`src/rtl/bist_controller_param.sv`:
```
// Scan-BIST controller: Galois LFSR pattern source, shift/capture sequencer,
// multi-input MISR compactor and golden-signature compare with learn mode.
module bist_controller_param #(
  parameter int                N_CHAINS   = 4,
  parameter int                CHAIN_LEN  = 57,
  parameter int                N_PATTERNS = 2000,
  parameter int                LFSR_W     = 16,
  parameter logic [LFSR_W-1:0] LFSR_POLY  = 16'h0039,
  parameter logic [LFSR_W-1:0] LFSR_SEED  = 16'hACE1,
  parameter int                MISR_W     = 16,
  parameter logic [MISR_W-1:0] MISR_POLY  = 16'h0039,
  parameter logic [MISR_W-1:0] GOLDEN_SIG = 16'h0000
) (
  input  logic                clk,
  input  logic                rst,
  input  logic                bistmode,
  input  logic                learn,
  output logic                bistdone,
  output logic                bistpass,
  output logic                cut_scanmode,
  output logic [N_CHAINS-1:0] cut_sdi,
  input  logic [N_CHAINS-1:0] cut_sdo,
  output logic [MISR_W-1:0]   signature
);

  localparam int BIT_W = $clog2(CHAIN_LEN + 1);
  localparam int PAT_W = $clog2(N_PATTERNS + 1);
  localparam logic [BIT_W-1:0] BIT_LAST = BIT_W'(CHAIN_LEN - 1);
  localparam logic [PAT_W-1:0] PAT_LAST = PAT_W'(N_PATTERNS);

  typedef enum logic [2:0] {
    IDLE    = 3'd0,
    SHIFT   = 3'd1,
    CAPTURE = 3'd2,
    COMPARE = 3'd3,
    DONE    = 3'd4
  } state_t;

  state_t            state;
  state_t            state_nxt;
  logic [LFSR_W-1:0] lfsr;
  logic [LFSR_W-1:0] lfsr_nxt;
  logic [MISR_W-1:0] misr;
  logic [MISR_W-1:0] misr_nxt;
  logic [MISR_W-1:0] sdo_ext;
  logic [MISR_W-1:0] golden;
  logic [BIT_W-1:0]  bit_cnt;
  logic [PAT_W-1:0]  pat_cnt;
  logic              bit_last;
  logic              pat_last;
  logic              abort;

  assign bit_last = (bit_cnt == BIT_LAST);
  assign pat_last = (pat_cnt == PAT_LAST);
  assign abort    = (state != IDLE) && !bistmode;

  always_comb begin
    sdo_ext = '0;
    sdo_ext[N_CHAINS-1:0] = cut_sdo;
    lfsr_nxt = {lfsr[LFSR_W-2:0], 1'b0} ^ (lfsr[LFSR_W-1] ? LFSR_POLY : '0);
    misr_nxt = {misr[MISR_W-2:0], 1'b0} ^ (misr[MISR_W-1] ? MISR_POLY : '0) ^ sdo_ext;
  end

  always_ff @(posedge clk or negedge rst) begin
    if (!rst) begin
      state <= IDLE;
    end else begin
      state <= state_nxt;
    end
  end

  // Dropping bistmode anywhere outside IDLE abandons the run; there is no resume.
  always_comb begin
    state_nxt = state;
    case (state)
      IDLE:    if (bistmode) state_nxt = SHIFT;
      SHIFT: begin
        if (!bistmode) begin
          state_nxt = IDLE;
        end else if (bit_last) begin
          state_nxt = pat_last ? COMPARE : CAPTURE;
        end
      end
      CAPTURE: state_nxt = bistmode ? SHIFT : IDLE;
      COMPARE: state_nxt = bistmode ? DONE : IDLE;
      DONE:    if (!bistmode) state_nxt = IDLE;
      default: state_nxt = IDLE;
    endcase
  end

  // The first shift group only loads the chains, so the MISR waits for pat_cnt != 0.
  always_ff @(posedge clk or negedge rst) begin
    if (!rst) begin
      lfsr     <= LFSR_SEED;
      misr     <= '0;
      golden   <= GOLDEN_SIG;
      bit_cnt  <= '0;
      pat_cnt  <= '0;
      bistpass <= 1'b0;
    end else if (abort) begin
      bistpass <= 1'b0;
    end else begin
      case (state)
        IDLE: begin
          if (bistmode) begin
            lfsr     <= LFSR_SEED;
            misr     <= '0;
            bit_cnt  <= '0;
            pat_cnt  <= '0;
            bistpass <= 1'b0;
          end
        end
        SHIFT: begin
          lfsr <= lfsr_nxt;
          if (pat_cnt != '0) begin
            misr <= misr_nxt;
          end
          bit_cnt <= bit_last ? '0 : bit_cnt + 1'b1;
        end
        CAPTURE: begin
          pat_cnt <= pat_cnt + 1'b1;
        end
        COMPARE: begin
          if (learn) begin
            golden   <= misr;
            bistpass <= 1'b1;
          end else begin
            bistpass <= (misr == golden);
          end
        end
        default: begin
        end
      endcase
    end
  end

  for (genvar c = 0; c < N_CHAINS; c++) begin : g_sdi
    assign cut_sdi[c] = lfsr[(c * LFSR_W) / N_CHAINS];
  end

  assign cut_scanmode = (state == SHIFT);
  assign bistdone     = (state == DONE);
  assign signature    = misr;

endmodule

```
`config.mk`:
```
export PLATFORM = sky130hd
export DESIGN_NAME = bist_controller_param
export DESIGN_NICKNAME = d
export VERILOG_FILES = /design/src/rtl/bist_controller_param.sv
export SDC_FILE = /design/constraint.sdc
export NUM_CORES = 1
export LEC_CHECK = 0
export BUFFER_PORTS_ARGS = -buffer_cell sky130_fd_sc_hd__buf_2
export CAP_MARGIN = 30
export CORE_MARGIN = 5
export CORE_UTILIZATION = 30
export CTS_CLUSTER_DIAMETER = 60
export DETAILED_ROUTE_END_ITERATION = 8
export HOLD_SLACK_MARGIN = 0.06
export PLACE_DENSITY = 0.42
export RECOVER_POWER = 100
export SYNTH_ARGS = -nofsm -noshare
export SYNTH_HDL_FRONTEND = slang
export SYNTH_SLANG_ARGS = --single-unit
export TNS_END_PERCENT = 5
```
`constraint.sdc`:
```
create_clock -name clk -period 3.8 [get_ports clk]
set_input_delay 0.38 -clock clk [delete_from_list [all_inputs] [get_ports clk]]
set_output_delay 0.38 -clock clk [all_outputs]
set_load 0.02 [all_outputs]
```
==> report_table.html, run 1 <==
<table>
<tr><th>Metric</th><th>Value</th></tr>
<tr><th colspan="2">Run status</th></tr>
<tr><td>Result of the run</td><td>finished, violations left</td></tr>
<tr><td>Failing checks</td><td>max-capacitance violations, max-slew violations</td></tr>
<tr><th colspan="2">Die</th></tr>
<tr><td>Core ar.</td><td>10,790 sq um</td></tr>
<tr><td>Total number of placement rows</td><td>38</td></tr>
<tr><td>Effective utilization at floorplan</td><td>30.58%</td></tr>
<tr><td>Horizontal extent of the die</td><td>114.9 um</td></tr>
<tr><td>Die footprint</td><td>13,200 sq um</td></tr>
<tr><td>I/O pin count</td><td>31</td></tr>
<tr><td>Die height</td><td>114.9 um</td></tr>
<tr><th colspan="2">Power</th></tr>
<tr><td>Static power due to leakage</td><td>1.673 nW</td></tr>
<tr><td>Power per standard cell area</td><td>484.6 nW/um^2</td></tr>
<tr><td>Worst voltage drop across the vdd grid</td><td>0.1865 mV</td></tr>
<tr><th colspan="2">GRT</th></tr>
<tr><td>Total grt overflow</td><td>0</td></tr>
<tr><td>Global-route wire length before repair</td><td>12,070 um</td></tr>
<tr><td>Via count of the first global-routing pass</td><td>2,254</td></tr>
<tr><td>Antenna violations before repair</td><td>0</td></tr>
<tr><td>Maximum number of pins on one net before global-route repair</td><td>37</td></tr>
<tr><td>Global-route total usage across every layer</td><td>11.80%</td></tr>
<tr><th colspan="2">Timing</th></tr>
<tr><td>Final Skew</td><td>0.007306 ns</td></tr>
<tr><td>Relative slew slack</td><td>-24.76%</td></tr>
<tr><td>Pins over their slew limit</td><td>35</td></tr>
<tr><td>Endpoints failing hold</td><td>0</td></tr>
<tr><td>Accumulated negative setup slack</td><td>0 ns</td></tr>
<tr><td>Slew at the pin closest to its max-slew limit</td><td>1.871 ns</td></tr>
<tr><td>Total of endpoints with negative setup slack in the final report</td><td>0</td></tr>
<tr><td>Top achievable clock speed</td><td>356.7 MHz</td></tr>
<tr><td>Final critical path time including I/O delays and setup</td><td>2.803 ns</td></tr>
<tr><td>Hold Slack</td><td>0.3087 ns</td></tr>
<tr><td>Setup repair after global routing missed its margin</td><td>false</td></tr>
<tr><td>Final cycle utilization of the critical path</td><td>73.77%</td></tr>
<tr><th colspan="2">Critical path</th></tr>
<tr><td>Setup crit start kind</td><td>flop</td></tr>
<tr><td>Endpoint kind of the worst setup timing path</td><td>flop</td></tr>
<tr><td>Slack of the worst reg-to-reg path</td><td>1.0 ns</td></tr>
<tr><td>Maximum fanout along the worst path</td><td>28</td></tr>
<tr><td>Crit path arrival time</td><td>3.04 ns</td></tr>
<tr><td>Required @ worst endpoint</td><td>4.04 ns</td></tr>
<tr><td>Worst Path Class, Setup</td><td>reg -&gt; reg</td></tr>
<tr><th colspan="2">Clocking</th></tr>
<tr><td>Clock Sinks</td><td>69</td></tr>
<tr><td>Resize count post-CTS</td><td>0</td></tr>
<tr><td>Cts-stage hold buffer count</td><td>0</td></tr>
<tr><td>Clock latency on the worst-skew pair</td><td>0.35 ns</td></tr>
<tr><td>TritonCTS clock tree</td><td>yes</td></tr>
<tr><td>Number of buffers between clock root and the deepest sink</td><td>2</td></tr>
<tr><td>Number of H-tree levels</td><td>3</td></tr>
<tr><td>Total CTS buffers</td><td>9</td></tr>
<tr><td>Buffers inserted during post-CTS setup optimization</td><td>0</td></tr>
<tr><td>Clock slew at reported path FFs</td><td>0.07 ns</td></tr>
<tr><td>CTS root buf</td><td>sky130_fd_sc_hd__clkbuf_8</td></tr>
<tr><th colspan="2">Yosys</th></tr>
<tr><td>Number of warning messages in the yosys log</td><td>0</td></tr>
<tr><td>Top_reg_cell synth</td><td>sky130_fd_sc_hd__dfrtp_1</td></tr>
<tr><td>Number of enable-type register cells in the synthesized netlist</td><td>0</td></tr>
<tr><td>Share of synthesized flip-flops with an asynchronous set or reset</td><td>100.0%</td></tr>
<tr><td>Synthesized instance count</td><td>328</td></tr>
<tr><td>Syn Nets</td><td>340</td></tr>
<tr><td>Synth top cells by count</td><td>61 x sky130_fd_sc_hd__dfrtp_1, 46 x sky130_fd_sc_hd__nand2_1, 27 x sky130_fd_sc_hd__o21ai_0</td></tr>
<tr><td>Flip-flop and latch count after synthesis</td><td>69</td></tr>
<tr><td>Largest cells by area after synthesis</td><td>sky130_fd_sc_hd__dfrtp_1 46%, sky130_fd_sc_hd__dfstp_2 6.4%, sky130_fd_sc_hd__mux2_2 5.5%, sky130_fd_sc_hd__nand2_1 5.2%, sky130_fd_sc_hd__xor2_1 4.8%</td></tr>
<tr><td>Largest area contributor in the netlist</td><td>sky130_fd_sc_hd__dfrtp_1</td></tr>
<tr><td>Register area share after synthesis</td><td>52.62%</td></tr>
<tr><td>Area of the mapped netlist</td><td>3301 sq um</td></tr>
<tr><td>Most used standard cell by instance count after synthesis</td><td>sky130_fd_sc_hd__dfrtp_1</td></tr>
<tr><td>Count of distinct cell types in the synthesized netlist</td><td>42</td></tr>
<tr><td>Fraction of synthesized cell area taken by the top area cell type</td><td>46.25%</td></tr>
<tr><td>Mean Syn Cell Area</td><td>10.06 sq um</td></tr>
<tr><th colspan="2">Drt</th></tr>
<tr><td>Total Wirelength</td><td>7035 um</td></tr>
<tr><td>Routed length per placed instance</td><td>14.18 um</td></tr>
<tr><td>Detailed-route vias per instance</td><td>4.681</td></tr>
<tr><td>Drc violations</td><td>0</td></tr>
<tr><td>Vias post-DR</td><td>2,322</td></tr>
<tr><td>DRT Pass-1 Iters</td><td>4</td></tr>
<tr><td>ANT nets after route</td><td>0</td></tr>
<tr><td>Starting DRT DRC Count</td><td>100</td></tr>
<tr><th colspan="2">Placement</th></tr>
<tr><td>DP HPWL</td><td>4821 um</td></tr>
<tr><td>Global placement routability congestion</td><td>0.6933</td></tr>
<tr><td>Count of input and output buffers</td><td>30</td></tr>
<tr><th colspan="2">Cells and area</th></tr>
<tr><td>Area growth, synth to finish</td><td>13.00%</td></tr>
<tr><td>Fraction of final layout cells sized beyond drive strength 1</td><td>14.04%</td></tr>
<tr><td>Number of nets in the finished design</td><td>363</td></tr>
<tr><td>Final antenna diode count</td><td>0</td></tr>
<tr><td>Filler cells</td><td>1,099</td></tr>
<tr><th colspan="2">Flow run</th></tr>
<tr><td>Max Cap Violations</td><td>1</td></tr>
<tr><th colspan="2">Hold path</th></tr>
<tr><td>Class of the most critical hold timing path</td><td>in -&gt; reg</td></tr>
</table>
per-layer routing:
layer	track usage [%]	vias up	wire (um)
li1	-	1160	-
met1	17.04	1117	3643
met2	16.71	34	3072
met3	3.368	11	201
met4	4.460	0	117
met5	0	-	0
sequential cells by signal (all words and copies together), names as in the netlist:
name and cells:
pat_cnt 11, bit_cnt 6, lfsr 16, bistpass 1, signature 16, state 3
golden 16
cells by family (layout without fill, tap and decap cells):
kind of cell	count (synthesis)	in the layout	synth area share [%]
flip-flops	69	69	52.62
adder cells (fa/ha/maj)	4	4	1.516
multiplexers	17	17	5.762
AO/OA/AOI/OAI	52	52	9.326
AND/OR/NAND/NOR	119	119	17.51
XOR/XNOR	32	32	8.491
buffers and inverters	35	63	4.776
where the power goes:
part	leakage [nW]	switching [mW]	internal (mW)
Clock	0.116	0.294	0.436
Sequential	0.920	0.0530	0.793
Combinational	0.636	0.156	0.0750
critical path, stage by stage, from the launching register on:
cell	delay (ns)
sky130_fd_sc_hd__dfrtp_1	0.36
sky130_fd_sc_hd__clkbuf_1	0.93
sky130_fd_sc_hd__nand2_1	0.26
sky130_fd_sc_hd__or3_1	0.73
sky130_fd_sc_hd__mux2_2	0.41
layout by cell type (no fill, tap or decap), types with 2 or more instances in the layout:
| master | instances |
|---|---|
| sky130_fd_sc_hd__buf_2 | 7 |
| sky130_fd_sc_hd__dfrtp_1 | 61 |
| sky130_fd_sc_hd__nor3_1 | 3 |
| sky130_fd_sc_hd__o21ai_0 | 27 |
| sky130_fd_sc_hd__bufinv_16 | 3 |
| sky130_fd_sc_hd__clkbuf_1 | 25 |
| sky130_fd_sc_hd__nand2_1 | 46 |
| sky130_fd_sc_hd__nor3b_1 | 2 |
| sky130_fd_sc_hd__xor2_1 | 18 |
| sky130_fd_sc_hd__nand4_1 | 7 |
| sky130_fd_sc_hd__a31oi_1 | 7 |
| sky130_fd_sc_hd__mux2_2 | 16 |
| sky130_fd_sc_hd__nand2b_1 | 2 |
| sky130_fd_sc_hd__nor2_1 | 22 |
| sky130_fd_sc_hd__nand3_1 | 18 |
| sky130_fd_sc_hd__xnor2_1 | 14 |
| sky130_fd_sc_hd__a21oi_1 | 4 |
| sky130_fd_sc_hd__nor2b_1 | 2 |
| sky130_fd_sc_hd__clkbuf_8 | 9 |
| sky130_fd_sc_hd__o31ai_1 | 8 |
| sky130_fd_sc_hd__or3_1 | 5 |
| sky130_fd_sc_hd__dfstp_2 | 8 |
| sky130_fd_sc_hd__nor4_1 | 5 |
| sky130_fd_sc_hd__ha_1 | 4 |
| sky130_fd_sc_hd__inv_1 | 14 |
final timing paths:
kind | start | depth (start not counted) | end
hold reg to reg | lfsr[6]$_DFFE_PN1P_ | 2 | lfsr[6]$_DFFE_PN1P_
min in group asynchronous | rst | 1 | pat_cnt[7]$_DFFE_PN0P_
hold / removal | bistmode | 2 | state[2]$_DFFE_PN0P_
setup / recovery | state[0]$_DFFE_PN0P_ | 4 | golden[5]$_DFFE_PN0P_
setup reg to reg | state[0]$_DFFE_PN0P_ | 4 | golden[5]$_DFFE_PN0P_
max in group asynchronous | rst | 2 | golden[9]$_DFFE_PN0P_
cell type report:
cell class / count / area, sq um / area share [%]
Multi-Input combinational cell: 224 / 1389 / 37.24
Timing Repair Buffer: 33 / 137.6 / 3.690
Sequential cell: 69 / 1737 / 46.56
Tap cell: 140 / 175.2 / 4.696
Clock buffer: 10 / 127.6 / 3.422
Clock inverter: 6 / 111.4 / 2.986
Inverter: 14 / 52.55 / 1.409
per-stage QoR:
stage | util (%) | cell area, sq um | cells | power (mW) | worst slack, ns
6_report | 34.56 | 3730 | 496 | 1.807 | 0.9968
3_5_place_dp | 32.85 | 3546 | 480 | 1.109 | 1.353
4_1_cts | 35.07 | 3785 | 496 | 1.841 | 1.345
5_1_grt | 34.56 | 3730 | 496 | 1.903 | 0.7791
2_1_floorplan | - | 3301 | 328 | 1.024 | 2.023
3_3_place_gp | 32.85 | 3546 | 480 | 1.106 | 1.358
Note: power is estimated with default switching activity, not from simulation.
==> run 2: changes to the inputs <==
==> constraint.sdc (replaced) <==
create_clock -name clk -period 2.89 [get_ports clk]
set_input_delay 0.289 -clock clk [delete_from_list [all_inputs] [get_ports clk]]
set_output_delay 0.289 -clock clk [all_outputs]
set_load 0.02 [all_outputs]
==> report_table.html, run 2 (synthesis results as in run 1) <==
<table>
<tr><th>Metric</th><th>Value</th></tr>
<tr><th colspan="2">Run status</th></tr>
<tr><td>Result of the run</td><td>finished, violations left</td></tr>
<tr><td>Failing checks</td><td>max-capacitance violations, max-slew violations</td></tr>
<tr><th colspan="2">Power</th></tr>
<tr><td>Worst voltage drop across the vdd grid</td><td>0.2404 mV (+29%)</td></tr>
<tr><td>Power per standard cell area</td><td>580.5 nW/um^2 (+20%)</td></tr>
<tr><td>Static power due to leakage</td><td>1.675 nW (about the same)</td></tr>
<tr><th colspan="2">Clocking</th></tr>
<tr><td>Number of buffers between clock root and the deepest sink</td><td>2 (unchanged)</td></tr>
<tr><td>Clock slew at reported path FFs</td><td>0.08 ns (about the same)</td></tr>
<tr><td>CTS root buf</td><td>sky130_fd_sc_hd__clkbuf_8</td></tr>
<tr><td>TritonCTS clock tree</td><td>yes</td></tr>
<tr><td>Clock Sinks</td><td>69 (unchanged)</td></tr>
<tr><td>Total CTS buffers</td><td>9 (unchanged)</td></tr>
<tr><td>Number of H-tree levels</td><td>3 (unchanged)</td></tr>
<tr><td>Clock latency on the worst-skew pair</td><td>0.35 ns (about the same)</td></tr>
<tr><td>Resize count post-CTS</td><td>0 (unchanged)</td></tr>
<tr><th colspan="2">Critical path</th></tr>
<tr><td>Endpoint kind of the worst setup timing path</td><td>flop</td></tr>
<tr><td>Setup crit start kind</td><td>flop</td></tr>
<tr><td>Critical path destination</td><td>signature[4]$_DFFE_PN0P_</td></tr>
<tr><td>R2R depth</td><td>5 (+1)</td></tr>
<tr><td>Required @ worst endpoint</td><td>3.13 ns (-0.91 ns)</td></tr>
<tr><td>Slack of the worst reg-to-reg path</td><td>0.66 ns (-0.34 ns)</td></tr>
<tr><td>Worst Path Class, Setup</td><td>reg -&gt; reg</td></tr>
<tr><td>Maximum fanout along the worst path</td><td>32 (+14%)</td></tr>
<tr><td>Worst reg2reg startpoint</td><td>state[2]$_DFFE_PN0P_</td></tr>
<tr><td>Critical path launch point</td><td>state[2]$_DFFE_PN0P_</td></tr>
<tr><td>End of the worst register-to-register path</td><td>signature[4]$_DFFE_PN0P_</td></tr>
<tr><td>Crit path arrival time</td><td>2.48 ns (-0.56 ns)</td></tr>
<tr><th colspan="2">GRT</th></tr>
<tr><td>Maximum number of pins on one net before global-route repair</td><td>41 (+11%)</td></tr>
<tr><td>Global-route wire length before repair</td><td>11,970 um (-0.80%)</td></tr>
<tr><td>Total grt overflow</td><td>0 (unchanged)</td></tr>
<tr><td>Antenna violations before repair</td><td>0 (unchanged)</td></tr>
<tr><td>Global-route total usage across every layer</td><td>11.70% (-0.10 points)</td></tr>
<tr><td>Via count of the first global-routing pass</td><td>2,354 (+4.4%)</td></tr>
<tr><th colspan="2">Timing</th></tr>
<tr><td>Final critical path time including I/O delays and setup</td><td>2.235 ns (-0.5684 ns)</td></tr>
<tr><td>Final cycle utilization of the critical path</td><td>77.33% (+3.6 points)</td></tr>
<tr><td>Slew at the pin closest to its max-slew limit</td><td>1.800 ns (-0.07165 ns)</td></tr>
<tr><td>Setup repair after global routing missed its margin</td><td>false</td></tr>
<tr><td>Setup slack after layout</td><td>0.6552 ns (-0.3416 ns)</td></tr>
<tr><td>Total of endpoints with negative setup slack in the final report</td><td>0 (unchanged)</td></tr>
<tr><td>Relative slew slack</td><td>-19.98% (+4.8 points)</td></tr>
<tr><td>Accumulated negative setup slack</td><td>0 ns (unchanged)</td></tr>
<tr><td>Endpoints failing hold</td><td>0 (unchanged)</td></tr>
<tr><td>Pins over their slew limit</td><td>30 (-14%)</td></tr>
<tr><td>Top achievable clock speed</td><td>447.5 MHz (+25%)</td></tr>
<tr><td>Hold Slack</td><td>0.2212 ns (-0.08757 ns)</td></tr>
<tr><td>Final Skew</td><td>0.009495 ns (+0.002189 ns)</td></tr>
<tr><th colspan="2">Drt</th></tr>
<tr><td>Detailed-route vias per instance</td><td>4.609 (-1.5%)</td></tr>
<tr><td>ANT nets after route</td><td>0 (unchanged)</td></tr>
<tr><td>Total Wirelength</td><td>7021 um (-0.20%)</td></tr>
<tr><td>Vias post-DR</td><td>2,300 (-0.95%)</td></tr>
<tr><td>DRT Pass-1 Iters</td><td>4 (unchanged)</td></tr>
<tr><td>Routed length per placed instance</td><td>14.07 um (-0.80%)</td></tr>
<tr><td>Starting DRT DRC Count</td><td>77 (-23%)</td></tr>
<tr><td>Drc violations</td><td>0 (unchanged)</td></tr>
<tr><th colspan="2">Cells and area</th></tr>
<tr><td>Area growth, synth to finish</td><td>12.66%</td></tr>
<tr><td>Commonest non-fill, non-tap cell in the layout</td><td>sky130_fd_sc_hd__dfrtp_1</td></tr>
<tr><td>Fraction of final layout cells sized beyond drive strength 1</td><td>14.48% (+0.44 points)</td></tr>
<tr><td>Final antenna diode count</td><td>0 (unchanged)</td></tr>
<tr><td>Number of nets in the finished design</td><td>366 (+0.83%)</td></tr>
<tr><td>Commonest non-fill, non-tap cells in the layout</td><td>61 x sky130_fd_sc_hd__dfrtp_1, 46 x sky130_fd_sc_hd__nand2_1, 27 x sky130_fd_sc_hd__o21ai_0</td></tr>
<tr><td>Filler cells</td><td>1,117 (+1.6%)</td></tr>
<tr><th colspan="2">Die</th></tr>
<tr><td>Horizontal extent of the die</td><td>114.9 um (unchanged)</td></tr>
<tr><td>I/O pin count</td><td>31 (unchanged)</td></tr>
<tr><td>Effective utilization at floorplan</td><td>30.58% (unchanged)</td></tr>
<tr><td>Die footprint</td><td>13,200 sq um (unchanged)</td></tr>
<tr><td>Total number of placement rows</td><td>38 (unchanged)</td></tr>
<tr><td>Core ar.</td><td>10,790 sq um (unchanged)</td></tr>
<tr><td>Die height</td><td>114.9 um (unchanged)</td></tr>
<tr><th colspan="2">Flow run</th></tr>
<tr><td>Max Cap Violations</td><td>1 (unchanged)</td></tr>
<tr><th colspan="2">Placement</th></tr>
<tr><td>Global placement routability congestion</td><td>0.7002 (+1.0%)</td></tr>
<tr><td>Count of input and output buffers</td><td>30 (unchanged)</td></tr>
<tr><td>DP HPWL</td><td>4871 um (+1.0%)</td></tr>
<tr><td>Setup Slack @ Placement</td><td>0.9630 ns (-0.3902 ns)</td></tr>
<tr><th colspan="2">Hold path</th></tr>
<tr><td>Class of the most critical hold timing path</td><td>in -&gt; reg</td></tr>
</table>
[run 2: changes by cell type in the layout (fill, tap and decap cells not counted), sizes merged]
| cell | delta |
|---|---|
| buf | +3 |
| clkinvlp | -1 |
| dlygate4sd3 | +1 |
| clkinv | -1 |
| clkbuf | +4 |
| bufinv | -3 |
[run 2: power by group]
group	internal, mW	switching (mW)	total (mW)
clock	0.382	0.351	0.733
sequential	1.04	0.0748	1.12
combinational	0.109	0.199	0.307
total	1.53	0.624	2.16
[run 2: metal layers]
metal / routed length [um] / global-route usage (%) / vias up
met2: 3085 / 16.90 / 37
met5: 0 / 0 / -
met3: 247 / 3.632 / 9
met4: 102 / 4.225 / 0
met1: 3586 / 16.49 / 1084
li1: - / - / 1170
[run 2: layout make-up]
class | instances | area (sq um) | share of cell area (%)
clock buffers | 15 | 176.4 | 4.744
clock inverters | 1 | 5.005 | 0.1346
inverters | 14 | 52.55 | 1.413
multi-input cells | 224 | 1394 | 37.48
flip-flops and latches | 69 | 1737 | 46.70
well taps | 140 | 175.2 | 4.711
repair buffers | 36 | 178.9 | 4.812
[run 2: per-stage QoR]
step	power, mW	utilization, %	instances	instance area [sq um]
after floorplan	1.346	-	328	3301
after detailed placement	1.462	33.11	482	3573
after global routing	2.303	34.45	499	3719
final	2.159	34.45	499	3719
after CTS	2.222	34.88	499	3765
after global placement	1.458	33.11	482	3573
[run 2: timing repair]
action / CTS / global route
hold buffers: 1 / 0
buffers inserted: 0 / 0
hold endpoints to repair: 21 / 0
[run 2: critical path, cell delays in order (launching register included)]
cell and delay, ns:
sky130_fd_sc_hd__dfrtp_1 0.47, sky130_fd_sc_hd__nand2b_1 0.26, sky130_fd_sc_hd__nor2_1 0.57, sky130_fd_sc_hd__nand2_1 0.10
sky130_fd_sc_hd__clkbuf_2 0.38, sky130_fd_sc_hd__o31ai_1 0.35
[run 2: worst min-delay path by stage]
stage	start	end	cells after the start
2_1_floorplan	rst	bistpass$_DFFE_PN0P_	0
3_3_place_gp	rst	pat_cnt[5]$_DFFE_PN0P_	1
3_5_place_dp	rst	pat_cnt[5]$_DFFE_PN0P_	1
4_1_cts	cut_sdo[0]	signature[0]$_DFFE_PN0P_	3
5_1_grt	bistmode	state[2]$_DFFE_PN0P_	2
6_report	bistmode	state[2]$_DFFE_PN0P_	2
==> run 3: changes to the inputs <==
--- a/config.mk
+++ b/config.mk
@@ -5,6 +5,7 @@
 export SDC_FILE = /design/constraint.sdc
 export NUM_CORES = 1
 export LEC_CHECK = 0
+export ABC_AREA = 1
 export BUFFER_PORTS_ARGS = -buffer_cell sky130_fd_sc_hd__buf_2
 export CAP_MARGIN = 30
 export CORE_MARGIN = 5
@@ -12,7 +13,7 @@
 export CTS_CLUSTER_DIAMETER = 60
 export DETAILED_ROUTE_END_ITERATION = 8
 export HOLD_SLACK_MARGIN = 0.06
-export PLACE_DENSITY = 0.42
+export PLACE_DENSITY = 0.43
 export RECOVER_POWER = 100
 export SYNTH_ARGS = -nofsm -noshare
 export SYNTH_HDL_FRONTEND = slang
==> constraint.sdc (replaced) <==
create_clock -name clk -period 2 [get_ports clk]
set_input_delay 0.2 -clock clk [delete_from_list [all_inputs] [get_ports clk]]
set_output_delay 0.2 -clock clk [all_outputs]
set_load 0.02 [all_outputs]
==> report_table.html, run 3 <==
<table>
<tr><th>Metric</th><th>Value</th></tr>
<tr><th colspan="2">Yosys</th></tr>
<tr><td>Largest area contributor in the netlist</td><td>sky130_fd_sc_hd__dfrtp_1</td></tr>
<tr><td>Number of enable-type register cells in the synthesized netlist</td><td>0 (unchanged)</td></tr>
<tr><td>Syn Nets</td><td>469 (+38%)</td></tr>
<tr><td>Number of warning messages in the yosys log</td><td>0 (unchanged)</td></tr>
<tr><td>Most used standard cell by instance count after synthesis</td><td>sky130_fd_sc_hd__nand2_1</td></tr>
<tr><td>Top_reg_cell synth</td><td>sky130_fd_sc_hd__dfrtp_1</td></tr>
<tr><td>Fraction of synthesized cell area taken by the top area cell type</td><td>43.09% (-3.2 points)</td></tr>
<tr><td>Flip-flop and latch count after synthesis</td><td>69 (unchanged)</td></tr>
<tr><td>Mean Syn Cell Area</td><td>7.751 sq um (-23%)</td></tr>
<tr><td>Largest cells by area after synthesis</td><td>sky130_fd_sc_hd__dfrtp_1 43%, sky130_fd_sc_hd__nand2_1 14%, sky130_fd_sc_hd__inv_1 6.9%, sky130_fd_sc_hd__dfstp_2 5.9%, sky130_fd_sc_hd__nor2_1 5.0%</td></tr>
<tr><td>Share of synthesized flip-flops with an asynchronous set or reset</td><td>100.0% (unchanged)</td></tr>
<tr><td>Register area share after synthesis</td><td>49.03% (-3.6 points)</td></tr>
<tr><td>Synth top cells by count</td><td>134 x sky130_fd_sc_hd__nand2_1, 65 x sky130_fd_sc_hd__inv_1, 61 x sky130_fd_sc_hd__dfrtp_1</td></tr>
<tr><td>Count of distinct cell types in the synthesized netlist</td><td>28 (-33%)</td></tr>
<tr><td>Area of the mapped netlist</td><td>3542 sq um (+7.3%)</td></tr>
<tr><td>Synthesized instance count</td><td>457 (+39%)</td></tr>
<tr><th colspan="2">Critical path</th></tr>
<tr><td>Worst Path Class, Setup</td><td>reg -&gt; reg</td></tr>
<tr><td>Setup crit start kind</td><td>flop</td></tr>
<tr><td>Slack of the worst reg-to-reg path</td><td>0.31 ns (-0.35 ns)</td></tr>
<tr><td>Crit path arrival time</td><td>1.94 ns (-0.54 ns)</td></tr>
<tr><td>Maximum fanout along the worst path</td><td>16 (-50%)</td></tr>
<tr><td>Endpoint kind of the worst setup timing path</td><td>flop</td></tr>
<tr><td>Required @ worst endpoint</td><td>2.25 ns (-0.88 ns)</td></tr>
<tr><th colspan="2">Die</th></tr>
<tr><td>I/O pin count</td><td>31 (unchanged)</td></tr>
<tr><td>Die height</td><td>118.7 um (+3.3%)</td></tr>
<tr><td>Horizontal extent of the die</td><td>118.7 um (+3.3%)</td></tr>
<tr><td>Core ar.</td><td>11,520 sq um (+6.7%)</td></tr>
<tr><td>Total number of placement rows</td><td>39 (+2.6%)</td></tr>
<tr><td>Die footprint</td><td>14,080 sq um (+6.7%)</td></tr>
<tr><td>Effective utilization at floorplan</td><td>30.76% (+0.18 points)</td></tr>
<tr><th colspan="2">Clocking</th></tr>
<tr><td>Cts-stage hold buffer count</td><td>1 (unchanged)</td></tr>
<tr><td>TritonCTS clock tree</td><td>yes</td></tr>
<tr><td>Buffers inserted during post-CTS setup optimization</td><td>0 (unchanged)</td></tr>
<tr><td>Number of buffers between clock root and the deepest sink</td><td>2 (unchanged)</td></tr>
<tr><td>Clock latency on the worst-skew pair</td><td>0.34 ns (about the same)</td></tr>
<tr><td>Total CTS buffers</td><td>9 (unchanged)</td></tr>
<tr><td>Clock slew at reported path FFs</td><td>0.06 ns (-0.02 ns)</td></tr>
<tr><td>CTS root buf</td><td>sky130_fd_sc_hd__clkbuf_16</td></tr>
<tr><td>Clock Sinks</td><td>69 (unchanged)</td></tr>
<tr><td>Number of H-tree levels</td><td>3 (unchanged)</td></tr>
<tr><td>Resize count post-CTS</td><td>0 (unchanged)</td></tr>
<tr><th colspan="2">Timing</th></tr>
<tr><td>Pins over their slew limit</td><td>0 (-100%)</td></tr>
<tr><td>Final cycle utilization of the critical path</td><td>84.52% (+7.2 points)</td></tr>
<tr><td>Top achievable clock speed</td><td>591.6 MHz (+32%)</td></tr>
<tr><td>Final Skew</td><td>0.005681 ns (-0.003814 ns)</td></tr>
<tr><td>Slew at the pin closest to its max-slew limit</td><td>0.9034 ns (-0.8964 ns)</td></tr>
<tr><td>Final critical path time including I/O delays and setup</td><td>1.690 ns (-0.5444 ns)</td></tr>
<tr><td>Setup repair after global routing missed its margin</td><td>false</td></tr>
<tr><td>Endpoints failing hold</td><td>0 (unchanged)</td></tr>
<tr><td>Total of endpoints with negative setup slack in the final report</td><td>0 (unchanged)</td></tr>
<tr><td>Accumulated negative setup slack</td><td>0 ns (unchanged)</td></tr>
<tr><td>Relative slew slack</td><td>39.78% (+60 points)</td></tr>
<tr><th colspan="2">Drt</th></tr>
<tr><td>Routed length per placed instance</td><td>13.27 um (-5.7%)</td></tr>
<tr><td>ANT nets after route</td><td>0 (unchanged)</td></tr>
<tr><td>Drc violations</td><td>0 (unchanged)</td></tr>
<tr><td>Total Wirelength</td><td>8482 um (+21%)</td></tr>
<tr><td>Starting DRT DRC Count</td><td>132 (+71%)</td></tr>
<tr><td>Vias post-DR</td><td>2,874 (+25%)</td></tr>
<tr><td>DRT Pass-1 Iters</td><td>4 (unchanged)</td></tr>
<tr><td>Detailed-route vias per instance</td><td>4.498 (-2.4%)</td></tr>
<tr><th colspan="2">GRT</th></tr>
<tr><td>Global-route wire length before repair</td><td>14,800 um (+24%)</td></tr>
<tr><td>Antenna violations before repair</td><td>0 (unchanged)</td></tr>
<tr><td>Total grt overflow</td><td>0 (unchanged)</td></tr>
<tr><td>Via count of the first global-routing pass</td><td>2,877 (+22%)</td></tr>
<tr><td>Global-route total usage across every layer</td><td>13.11% (+1.4 points)</td></tr>
<tr><td>Maximum number of pins on one net before global-route repair</td><td>57 (+39%)</td></tr>
<tr><th colspan="2">Placement</th></tr>
<tr><td>DP HPWL</td><td>6005 um (+23%)</td></tr>
<tr><td>Placed inst area</td><td>3847 sq um (+7.7%)</td></tr>
<tr><td>Count of input and output buffers</td><td>30 (unchanged)</td></tr>
<tr><td>Global placement routability congestion</td><td>0.7808 (+12%)</td></tr>
<tr><th colspan="2">Cells and area</th></tr>
<tr><td>Final Core Density</td><td>35.72% (+1.3 points)</td></tr>
<tr><td>Number of nets in the finished design</td><td>503 (+37%)</td></tr>
<tr><td>Commonest non-fill, non-tap cell in the layout</td><td>sky130_fd_sc_hd__nand2_1</td></tr>
<tr><td>Fraction of final layout cells sized beyond drive strength 1</td><td>9.073% (-5.4 points)</td></tr>
<tr><td>Final instance area</td><td>4114 sq um (+11%)</td></tr>
<tr><td>Commonest non-fill, non-tap cells in the layout</td><td>134 x sky130_fd_sc_hd__nand2_1, 68 x sky130_fd_sc_hd__inv_1, 61 x sky130_fd_sc_hd__dfrtp_1</td></tr>
<tr><td>Area growth, synth to finish</td><td>16.14%</td></tr>
<tr><td>Final antenna diode count</td><td>0 (unchanged)</td></tr>
<tr><th colspan="2">Power</th></tr>
<tr><td>Static power due to leakage</td><td>2.011 nW (+20%)</td></tr>
<tr><td>Power per standard cell area</td><td>1250 nW/um^2 (+120%)</td></tr>
<tr><td>Worst voltage drop across the vdd grid</td><td>0.6818 mV (+180%)</td></tr>
<tr><th colspan="2">Flow run</th></tr>
<tr><td>Max Cap Violations</td><td>0 (-1)</td></tr>
<tr><th colspan="2">Run status</th></tr>
<tr><td>Result of the run</td><td>complete, no violations</td></tr>
<tr><th colspan="2">Hold path</th></tr>
<tr><td>Class of the most critical hold timing path</td><td>in -&gt; reg</td></tr>
</table>
run 3: changes by cell type after synthesis, moves of 10 or more:
cell	change
sky130_fd_sc_hd__nand2_1	+88
sky130_fd_sc_hd__inv_1	+51
sky130_fd_sc_hd__nor2_1	+24
sky130_fd_sc_hd__nand3_1	+13
sky130_fd_sc_hd__mux2_2	-16
sky130_fd_sc_hd__o21ai_0	-19
sky130_fd_sc_hd__o21ai_1	+22
sky130_fd_sc_hd__xor2_1	-16
sky130_fd_sc_hd__clkbuf_1	-10
run 3: worst paths after layout:
kind / end / start / depth (start not counted)
worst max-delay path: lfsr[5]$_DFFE_PN1P_ / state[1]$_DFFE_PN0P_ / 6
min in group asynchronous: golden[3]$_DFFE_PN0P_ / rst / 2
worst min-delay path: golden[15]$_DFFE_PN0P_ / learn / 3
worst max register to register: lfsr[5]$_DFFE_PN1P_ / state[1]$_DFFE_PN0P_ / 6
max in group asynchronous: lfsr[15]$_DFFE_PN1P_ / rst / 3
worst min register to register: lfsr[11]$_DFFE_PN1P_ / lfsr[10]$_DFFE_PN1P_ / 2
run 3: cell families after synthesis:
kind of cell | share of synthesized area, %
compound gates | 8.019
flops | 49.03
simple gates | 27.13
xor+xnor | 3.956
buf+inv | 10.46
fa+ha+maj | 1.413
run 3: report_power, final:
part	internal, mW	total, mW	switching [mW]
clock network	1.07	1.67	0.605
logic	0.479	1.53	1.05
registers	1.70	1.95	0.241
total	3.25	5.14	1.89
run 3: area by class of cell:
cell class                      count  area [sq um]
Fill cell                        1262          7402
Sequential cell                    69          1737
Multi-Input combinational cell    299          1421
Inverter                           73         274.0
Clock buffer                       13         270.3
Timing Repair Buffer               39         190.2
Tap cell                          143         178.9
Clock inverter                      3         42.54
run 3: through the flow:
step	hold slack, ns	instances	total power [mW]	setup WS [ns]
6_report	0.1374	639	5.142	0.3096
5_1_grt	0.1401	639	5.534	0.1116
4_1_cts	0.1266	639	5.300	0.3278
3_5_place_dp	0.1387	622	3.591	0.3575
3_3_place_gp	0.1465	622	3.593	0.3465
2_1_floorplan	-0.09559	457	3.148	0.4782
run 3: per-layer routing:
metal | vias to the layer above | track usage (%) | part of all wire, %
met5 | - | 0 | 0
met4 | 0 | 3.910 | 1.3
met3 | 10 | 4.537 | 3.8
met2 | 43 | 19.18 | 42
met1 | 1344 | 18.30 | 53
li1 | 1477 | - | -
run 3: critical path, stage by stage (launching register included):
cell and delay [ns]:
sky130_fd_sc_hd__dfrtp_1 0.44, sky130_fd_sc_hd__nor2_4 0.18, sky130_fd_sc_hd__nand2_2 0.08, sky130_fd_sc_hd__buf_4 0.20, sky130_fd_sc_hd__nor2_1 0.28, sky130_fd_sc_hd__clkbuf_1 0.29
sky130_fd_sc_hd__a32oi_1 0.14
